### config.mk
export PLATFORM = sky130hd
export DESIGN_NAME = macc_filter_ctrl_flat
export DESIGN_NICKNAME = d
export VERILOG_FILES = /design/src/rtl/macc_filter_pkg.sv /design/src/rtl/macc_filter_ctrl_if.sv /design/src/rtl/macc_coef_loader.sv /design/src/rtl/macc_filter_ctrl.sv /design/src/flat_wrapper.sv
export SDC_FILE = /design/constraint.sdc
export NUM_CORES = 1
export LEC_CHECK = 0
export CORE_AREA = 2 2 70 72
export CTS_BUF_LIST = sky130_fd_sc_hd__clkbuf_4 sky130_fd_sc_hd__clkbuf_8
export DETAILED_ROUTE_END_ITERATION = 7
export DIE_AREA = 0 0 72 74
export PLACE_DENSITY_LB_ADDON = 0.1
export REMOVE_ABC_BUFFERS = 1
export SYNTH_ARGS = -nofsm -noshare
export SYNTH_HDL_FRONTEND = slang
export SYNTH_SLANG_ARGS = --single-unit
### constraint.sdc
create_clock -name Clk_i -period 2.59 [get_ports Clk_i]
set_input_delay 0.518 -clock Clk_i [delete_from_list [all_inputs] [get_ports Clk_i]]
set_output_delay 0.518 -clock Clk_i [all_outputs]
set_load 0.005 [all_outputs]
### src/rtl/macc_filter_pkg.sv
`default_nettype none
// +----------------------------------------------------------------------------+
// | macc_filter_pkg : shared types and default sizes for the MACC controller    |
// | Revision: 1.0                                                               |
// +----------------------------------------------------------------------------+
package macc_filter_pkg;

  localparam int c_tapsDef    = 16;
  localparam int c_dwDef      = 18;
  localparam int c_awDef      = 4;
  localparam int c_spacingDef = 16;
  localparam int c_outW       = 3;

  typedef enum logic [1:0] {
    ST_RUN   = 2'd0,
    ST_DRAIN = 2'd1,
    ST_LOAD  = 2'd2
  } ctrlState_t;

endpackage
`default_nettype wire

### src/rtl/macc_filter_ctrl_if.sv
`default_nettype none
// +----------------------------------------------------------------------------+
// | macc_filter_ctrl_if : upstream sample valid/ready stream                    |
// | Revision: 1.0                                                               |
// +----------------------------------------------------------------------------+
interface macc_filter_ctrl_if #(
  parameter int DW = 18
) ();

  logic [DW-1:0] sData;
  logic          sValid;
  logic          sReady;

  modport master (output sData, output sValid, input  sReady);
  modport slave  (input  sData, input  sValid, output sReady);

endinterface
`default_nettype wire

### src/rtl/macc_coef_loader.sv
`default_nettype none
// +----------------------------------------------------------------------------+
// | macc_coef_loader : steps ROM addresses and aligns writes to ROM latency     |
// | Revision: 1.0                                                               |
// +----------------------------------------------------------------------------+
module macc_coef_loader #(
  parameter int TAPS = 16,
  parameter int DW   = 18,
  parameter int AW   = 4
) (
  input  logic          Clk_i,
  input  logic          Rst_i,
  input  logic          Start_i,
  output logic          Done_o,
  output logic [AW-1:0] RdAddr_o,
  input  logic [DW-1:0] RdData_i,
  output logic [AW-1:0] WrAddr_o,
  output logic [DW-1:0] WrData_o,
  output logic          Wr_o
);

  logic          r_rdActive;
  logic [AW-1:0] r_rdAddr;
  logic          r_wr;
  logic [AW-1:0] r_wrAddr;

  // Write stage trails the read stage by one cycle to match the ROM latency
  always_ff @(posedge Clk_i) begin
    if (Rst_i) begin
      r_rdActive <= 1'b0;
      r_rdAddr   <= '0;
      r_wr       <= 1'b0;
      r_wrAddr   <= '0;
    end else begin
      r_wr     <= r_rdActive;
      r_wrAddr <= r_rdAddr;
      if (Start_i) begin
        r_rdActive <= 1'b1;
        r_rdAddr   <= '0;
      end else if (r_rdActive) begin
        if (r_rdAddr == AW'(TAPS - 1)) begin
          r_rdActive <= 1'b0;
          r_rdAddr   <= '0;
        end else begin
          r_rdAddr <= r_rdAddr + 1'b1;
        end
      end
    end
  end

  assign RdAddr_o = r_rdAddr;
  assign WrAddr_o = r_wrAddr;
  assign Wr_o     = r_wr;
  assign WrData_o = r_wr ? RdData_i : '0;
  assign Done_o   = r_wr && (r_wrAddr == AW'(TAPS - 1));

endmodule
`default_nettype wire

### src/rtl/macc_filter_ctrl.sv
`default_nettype none
// +----------------------------------------------------------------------------+
// | macc_filter_ctrl : paces samples into the MACC filter, reloads coefficients |
// | Optional statistics: MACC_CTRL_STATS_EN.  Revision: 1.0                     |
// +----------------------------------------------------------------------------+
module macc_filter_ctrl
  import macc_filter_pkg::*;
#(
  parameter int TAPS    = c_tapsDef,
  parameter int DW      = c_dwDef,
  parameter int AW      = c_awDef,
  parameter int SPACING = c_spacingDef
) (
  input  logic                    Clk_i,
  input  logic                    Rst_i,
  macc_filter_ctrl_if.slave       sIf,
  output logic [DW-1:0]           FiltData_o,
  output logic                    FiltNd_o,
  input  logic                    FiltValid_i,
  input  logic                    LoadReq_i,
  output logic [AW-1:0]           CoefRdAddr_o,
  input  logic [DW-1:0]           CoefRdData_i,
  output logic [AW-1:0]           CoeffAddr_o,
  output logic [DW-1:0]           CoeffData_o,
  output logic                    CoeffWr_o,
  output logic                    LoadBusy_o,
  output logic                    LoadDone_o
`ifdef MACC_CTRL_STATS_EN
  ,
  output logic [15:0]             StatIssued_o,
  output logic [15:0]             StatStall_o
`endif
);

  localparam int c_gapW = $clog2(SPACING + 1);

  ctrlState_t        r_state;
  ctrlState_t        w_nextState;
  logic              r_loadPend;
  logic [c_gapW-1:0] r_gap;
  logic [c_outW-1:0] r_outstanding;
  logic [DW-1:0]     r_filtData;
  logic              r_filtNd;
  logic              r_loadDone;
  logic              w_sReady;
  logic              w_xfer;
  logic              w_loadStart;
  logic              w_loadDone;

  assign w_sReady   = (r_state == ST_RUN) && (r_gap == '0) && !r_loadPend;
  assign w_xfer     = sIf.sValid && w_sReady;
  assign sIf.sReady = w_sReady;

  always_comb begin
    w_nextState = r_state;
    w_loadStart = 1'b0;
    case (r_state)
      ST_RUN:   if (r_loadPend && !w_xfer) w_nextState = ST_DRAIN;
      ST_DRAIN: begin
        if ((r_outstanding == '0) && (r_gap == '0)) begin
          w_nextState = ST_LOAD;
          w_loadStart = 1'b1;
        end
      end
      ST_LOAD:  if (w_loadDone) w_nextState = ST_RUN;
      default:  w_nextState = ST_RUN;
    endcase
  end

  // Reset leaves loadPend set so the first thing after reset is a full reload
  always_ff @(posedge Clk_i) begin
    if (Rst_i) begin
      r_state       <= ST_RUN;
      r_loadPend    <= 1'b1;
      r_gap         <= '0;
      r_outstanding <= '0;
      r_filtData    <= '0;
      r_filtNd      <= 1'b0;
      r_loadDone    <= 1'b0;
    end else begin
      r_state <= w_nextState;
      if (LoadReq_i) r_loadPend <= 1'b1;
      else if (w_loadStart) r_loadPend <= 1'b0;
      if (w_xfer) begin
        r_gap      <= c_gapW'(SPACING - 1);
        r_filtData <= sIf.sData;
      end else if (r_gap != '0) begin
        r_gap <= r_gap - 1'b1;
      end
      r_filtNd   <= w_xfer;
      r_loadDone <= (r_state == ST_LOAD) && w_loadDone;
      if (r_filtNd && !FiltValid_i && (r_outstanding != '1))
        r_outstanding <= r_outstanding + 1'b1;
      else if (FiltValid_i && !r_filtNd && (r_outstanding != '0))
        r_outstanding <= r_outstanding - 1'b1;
    end
  end

  macc_coef_loader #(
    .TAPS (TAPS),
    .DW   (DW),
    .AW   (AW)
  ) u_loader (
    .Clk_i    (Clk_i),
    .Rst_i    (Rst_i),
    .Start_i  (w_loadStart),
    .Done_o   (w_loadDone),
    .RdAddr_o (CoefRdAddr_o),
    .RdData_i (CoefRdData_i),
    .WrAddr_o (CoeffAddr_o),
    .WrData_o (CoeffData_o),
    .Wr_o     (CoeffWr_o)
  );

  assign FiltData_o = r_filtData;
  assign FiltNd_o   = r_filtNd;
  assign LoadDone_o = r_loadDone;
  assign LoadBusy_o = r_loadPend || (r_state != ST_RUN);

`ifdef MACC_CTRL_STATS_EN
  logic [15:0] r_statIssued;
  logic [15:0] r_statStall;

  always_ff @(posedge Clk_i) begin
    if (Rst_i) begin
      r_statIssued <= '0;
      r_statStall  <= '0;
    end else begin
      if (r_filtNd) r_statIssued <= r_statIssued + 1'b1;
      if (sIf.sValid && !w_sReady && (r_statStall != 16'hFFFF))
        r_statStall <= r_statStall + 1'b1;
    end
  end

  assign StatIssued_o = r_statIssued;
  assign StatStall_o  = r_statStall;
`endif

endmodule
`default_nettype wire
### src/flat_wrapper.sv
// flat-port wrapper written by rule: the top's interface ports become plain ports
module macc_filter_ctrl_flat import macc_filter_pkg::*;
#(
  parameter int TAPS    = c_tapsDef,
  parameter int DW      = c_dwDef,
  parameter int AW      = c_awDef,
  parameter int SPACING = c_spacingDef
)
  (Clk_i, Rst_i, FiltData_o, FiltNd_o, FiltValid_i, LoadReq_i, CoefRdAddr_o, CoefRdData_i, CoeffAddr_o, CoeffData_o, CoeffWr_o, LoadBusy_o, LoadDone_o, sIf_sData, sIf_sValid, sIf_sReady);
  macc_filter_ctrl_if #(.DW(DW)) sIf_i ();
  input  logic Clk_i;
  input  logic Rst_i;
  output logic [DW-1:0] FiltData_o;
  output logic FiltNd_o;
  input  logic FiltValid_i;
  input  logic LoadReq_i;
  output logic [AW-1:0] CoefRdAddr_o;
  input  logic [DW-1:0] CoefRdData_i;
  output logic [AW-1:0] CoeffAddr_o;
  output logic [DW-1:0] CoeffData_o;
  output logic CoeffWr_o;
  output logic LoadBusy_o;
  output logic LoadDone_o;
  input wire logic [$bits(sIf_i.sData)-1:0] sIf_sData;
  input wire logic [$bits(sIf_i.sValid)-1:0] sIf_sValid;
  output wire logic [$bits(sIf_i.sReady)-1:0] sIf_sReady;
  assign sIf_i.sData = sIf_sData;
  assign sIf_i.sValid = sIf_sValid;
  assign sIf_sReady = sIf_i.sReady;
  macc_filter_ctrl #(.TAPS(TAPS), .DW(DW), .AW(AW), .SPACING(SPACING)) u_core (.Clk_i(Clk_i), .Rst_i(Rst_i), .sIf(sIf_i), .FiltData_o(FiltData_o), .FiltNd_o(FiltNd_o), .FiltValid_i(FiltValid_i), .LoadReq_i(LoadReq_i), .CoefRdAddr_o(CoefRdAddr_o), .CoefRdData_i(CoefRdData_i), .CoeffAddr_o(CoeffAddr_o), .CoeffData_o(CoeffData_o), .CoeffWr_o(CoeffWr_o), .LoadBusy_o(LoadBusy_o), .LoadDone_o(LoadDone_o));
endmodule
==> key figures <==
Setup path
  • CP Class: reg2out
  • Crit start category: flop
  • CP max-delay cell: clkdlybuf4s50_1
  • Critical path, cell by cell: inv_1, ha_2, or4b_4, nor2_1, clkdlybuf4s50_1
  • Crit-path max FO: 4
  • Worst-case reg-to-reg path depth: 7
  • CP delay by family, top: buffers and inverters
  • Worst R2R End: u_core.r_outstanding[2]
  • R2R Setup Slk: 540 ps
  • Worst EP arrival: 2000 ps
  • RR Startpoint: u_core.FiltNd_o
  • CP bufs+invs: 2
  • Critical path data required time: 2070 ps
  • Worst setup EP type: output port
  • Max stage delay on crit path: 500 ps

Layout
  • Non-filler instance count after layout: 359
  • Final net count: 349
  • Fill cell total of the finished layout: 425
  • Register area: 821 sq um
  • Area Overhead vs Synth: 61.7%
  • Ant. Diodes: 0
  • Final instance area: 2900 sq um
  • Share of cells above drive strength 1: 7.21%
  • Finished Core Util: 63.0%
  • Most common cell after layout, fill and taps aside: clkdlybuf4s50_1
  • Commonest cells after routing, fill and taps aside: clkdlybuf4s50_1, nand2_1, dfxtp_1, a21oi_1, and2_1
  • Multi-input logic area: 915 sq um

Routing
  • 1st-pass router iterations: 4
  • DRC: 0
  • ANT nets after route: 0
  • Via count: 1791
  • 1st-iter DRT viols: 71
  • Via density per instance: 4.99
  • WL final: 4640 um
  • Drt wl/cell: 12.9 um

Logic synthesis
  • Register area share after synthesis: 45.8%
  • XOR/XNOR share of the synthesized area: 0.977%
  • Adder-Cell Fraction of Synth Area: 3.21%
  • Yosys warning total: 0
  • Compound-Gate Fraction of Synth Area: 13.9%
  • Main combinational cell family by area after synthesis: simple AND/OR/NAND/NOR gates
  • Synthesized area: 1790 sq um
  • Syn_area_per_cell: 8.46 sq um
  • Area fraction in and, or, nand and nor cells after synthesis: 30.8%
  • Mapped Cells: 212
  • Synthesized flop and latch total: 41
  • Primary FF master, synth: dfxtp_1
  • Post-synth ARST share: 0%
  • Post-synth EDFFs: 0
  • Post-synthesis mux area share: 1.74%
  • Count of cell types in the netlist: 35

Min path
  • Worst Hold Class: reg2reg
  • Hold endpoint: u_core.FiltData_o[13]
  • Hold Crit Depth: 2
  • Hold_sp: u_core.FiltData_o[13]

Flow run
  • Max Cap Violations: 0

CTS
  • Worst skew pair latency: 300 ps
  • TritonCTS Buffers: 5
  • Setup bufs post-CTS: 0
  • Clock Sinks: 41
  • Clock transition at path regs: 80 ps
  • Cts hold-fix bufs: 0
  • Root Buffer: clkbuf_8
  • Gates resized, CTS repair: 0
  • H-tree depth: 2
  • CTS tree: built
  • Clock Tree Buf Depth: 2

Global route
  • Met3 global-route usage: 10.3%
  • GRT Resource Usage Total: 18.3%
  • Largest net degree at the start of global routing: 30
  • Initial antenna violation count: 0
  • GRT met1 Usage: 16.6%
  • Vias in the first global route: 1709
  • First-pass GRT wire length: 7500 um
  • Global routing usage on met2: 34.0%
  • Global routing's busiest layer: met2
  • Grt total ovfl: 0

Timing
  • Final min period: 2520 ps
  • WHS: 457 ps
  • Fin. max-slew vios: 0
  • Final Skew: 4.12 ps
  • Final setup vio count: 0
  • Max Clock Freq: 0.397 GHz
  • Hold Fails Final Rpt: 0
  • Period utilization: 97.2%
  • Slew at the pin with the worst max-slew slack: 420 ps
  • Final setup TNS: 0 ps
  • Slew margin rel.: 72.0%

Status
  • Outcome: finished clean

Die
  • Core area: 4600 sq um
  • Row count: 25
  • Num ports: 90
  • Die height: 74 um
  • Full die area: 5330 sq um
  • Initial core utilization: 39.0%
  • Die width: 72 um

Placement
  • HPWL Detailed: 3550 um
  • Gpl congestion: 0.719
  • DP Area: 2760 sq um
  • Buffers on Ports: 89
  • Placed cell count: 351

Power
  • Leak Pwr: 0.00105 uW
  • Power per cell area: 670 nW/um^2
  • VDD IR-drop max: 432 uV
-- metal layers --
metal / vias to the layer above / part of all wire [%]
met5: - / 0
met4: 0 / 0.99
met3: 5 / 14
met2: 82 / 49
met1: 805 / 36
li1: 899 / -
-- worst min-delay path, delay by kind of cell, from the launching register on --
family           cells  cell delay, ps
AO/OA/AOI/OAI        1              50
AND/OR/NAND/NOR      1              50
flip-flops           1             310
-- power by group --
group,total (uW),internal (uW),switching [uW]
combinational,530,312,217
sequential,791,700,91.0
clock,621,388,233
-- final cells by class --
class,instances,share of cell area (%)
clock buffers,5,2.37
clock inverters,3,2.37
inverters,6,0.777
multi-input cells,155,31.5
flip-flops and latches,41,28.3
well taps,54,2.33
repair buffers,95,32.3
-- flip-flops by register name (all words and copies together) (netlist names) --
signal and count:
u_core.u_loader.WrAddr_o 4, u_core.u_loader.r_rdActive 1, u_core.LoadDone_o 1, u_core.r_gap 5, u_core.r_loadPend 1, u_core.r_outstanding 3, u_core.FiltNd_o 1, u_core.u_loader.RdAddr_o 4
u_core.FiltData_o 18, u_core.u_loader.Wr_o 1, u_core.r_state 2
-- metrics by stage --
| step | total power, uW | setup slack, ps |
|---|---|---|
| finish | 1940 | 73.8 |
| global placement | 1320 | 124 |
| global route | 2060 | -15.8 |
| floorplan | 1080 | 710 |
| CTS | 1950 | 69.7 |
| detailed placement | 1330 | 90.4 |
-- logic make-up after synthesis --
| group | count (synthesis) |
|---|---|
| buffers and inverters | 16 |
| multiplexers | 3 |
| XOR/XNOR | 2 |
| AO/OA/AOI/OAI | 41 |
| AND/OR/NAND/NOR | 105 |
| adder cells (fa/ha/maj) | 4 |
| flip-flops | 41 |
-- cells in the mapped netlist (all sizes together) (2+ instances only) --
cell type | number | area share (%)
o21ai | 4 | 1.1
a21o | 2 | 0.84
dfxtp | 41 | 46
a211o | 2 | 0.98
ha | 3 | 2.1
nor2 | 8 | 1.7
nor3 | 10 | 3.3
buf | 3 | 0.84
a21oi | 23 | 6.4
nand3 | 4 | 1.1
and2 | 18 | 6.3
clkbuf | 7 | 1.5
a211oi | 5 | 2.1
nor4 | 2 | 0.70
nor2b | 7 | 2.4
nand2 | 45 | 9.4
and3 | 3 | 1.0
a31oi | 2 | 1.0
xor2 | 2 | 0.98
inv | 6 | 1.3
mux2i | 2 | 1.1
nor4b | 4 | 3.1
-- how the worst max path moves through the flow --
| stage | end | cells after the start | start | slack, ps |
|---|---|---|---|---|
| after global routing | sIf_sReady | 5 | u_core.r_gap[0] | -20 |
| after CTS | sIf_sReady | 5 | u_core.r_gap[0] | 70 |
| after global placement | u_core.r_outstanding[2] | 8 | FiltValid_i | 120 |
| after floorplan | u_core.r_outstanding[2] | 7 | FiltValid_i | 710 |
| final | sIf_sReady | 5 | u_core.r_gap[0] | 70 |
| after detailed placement | u_core.r_outstanding[2] | 8 | FiltValid_i | 90 |
Power figures use the tool's default switching activity.
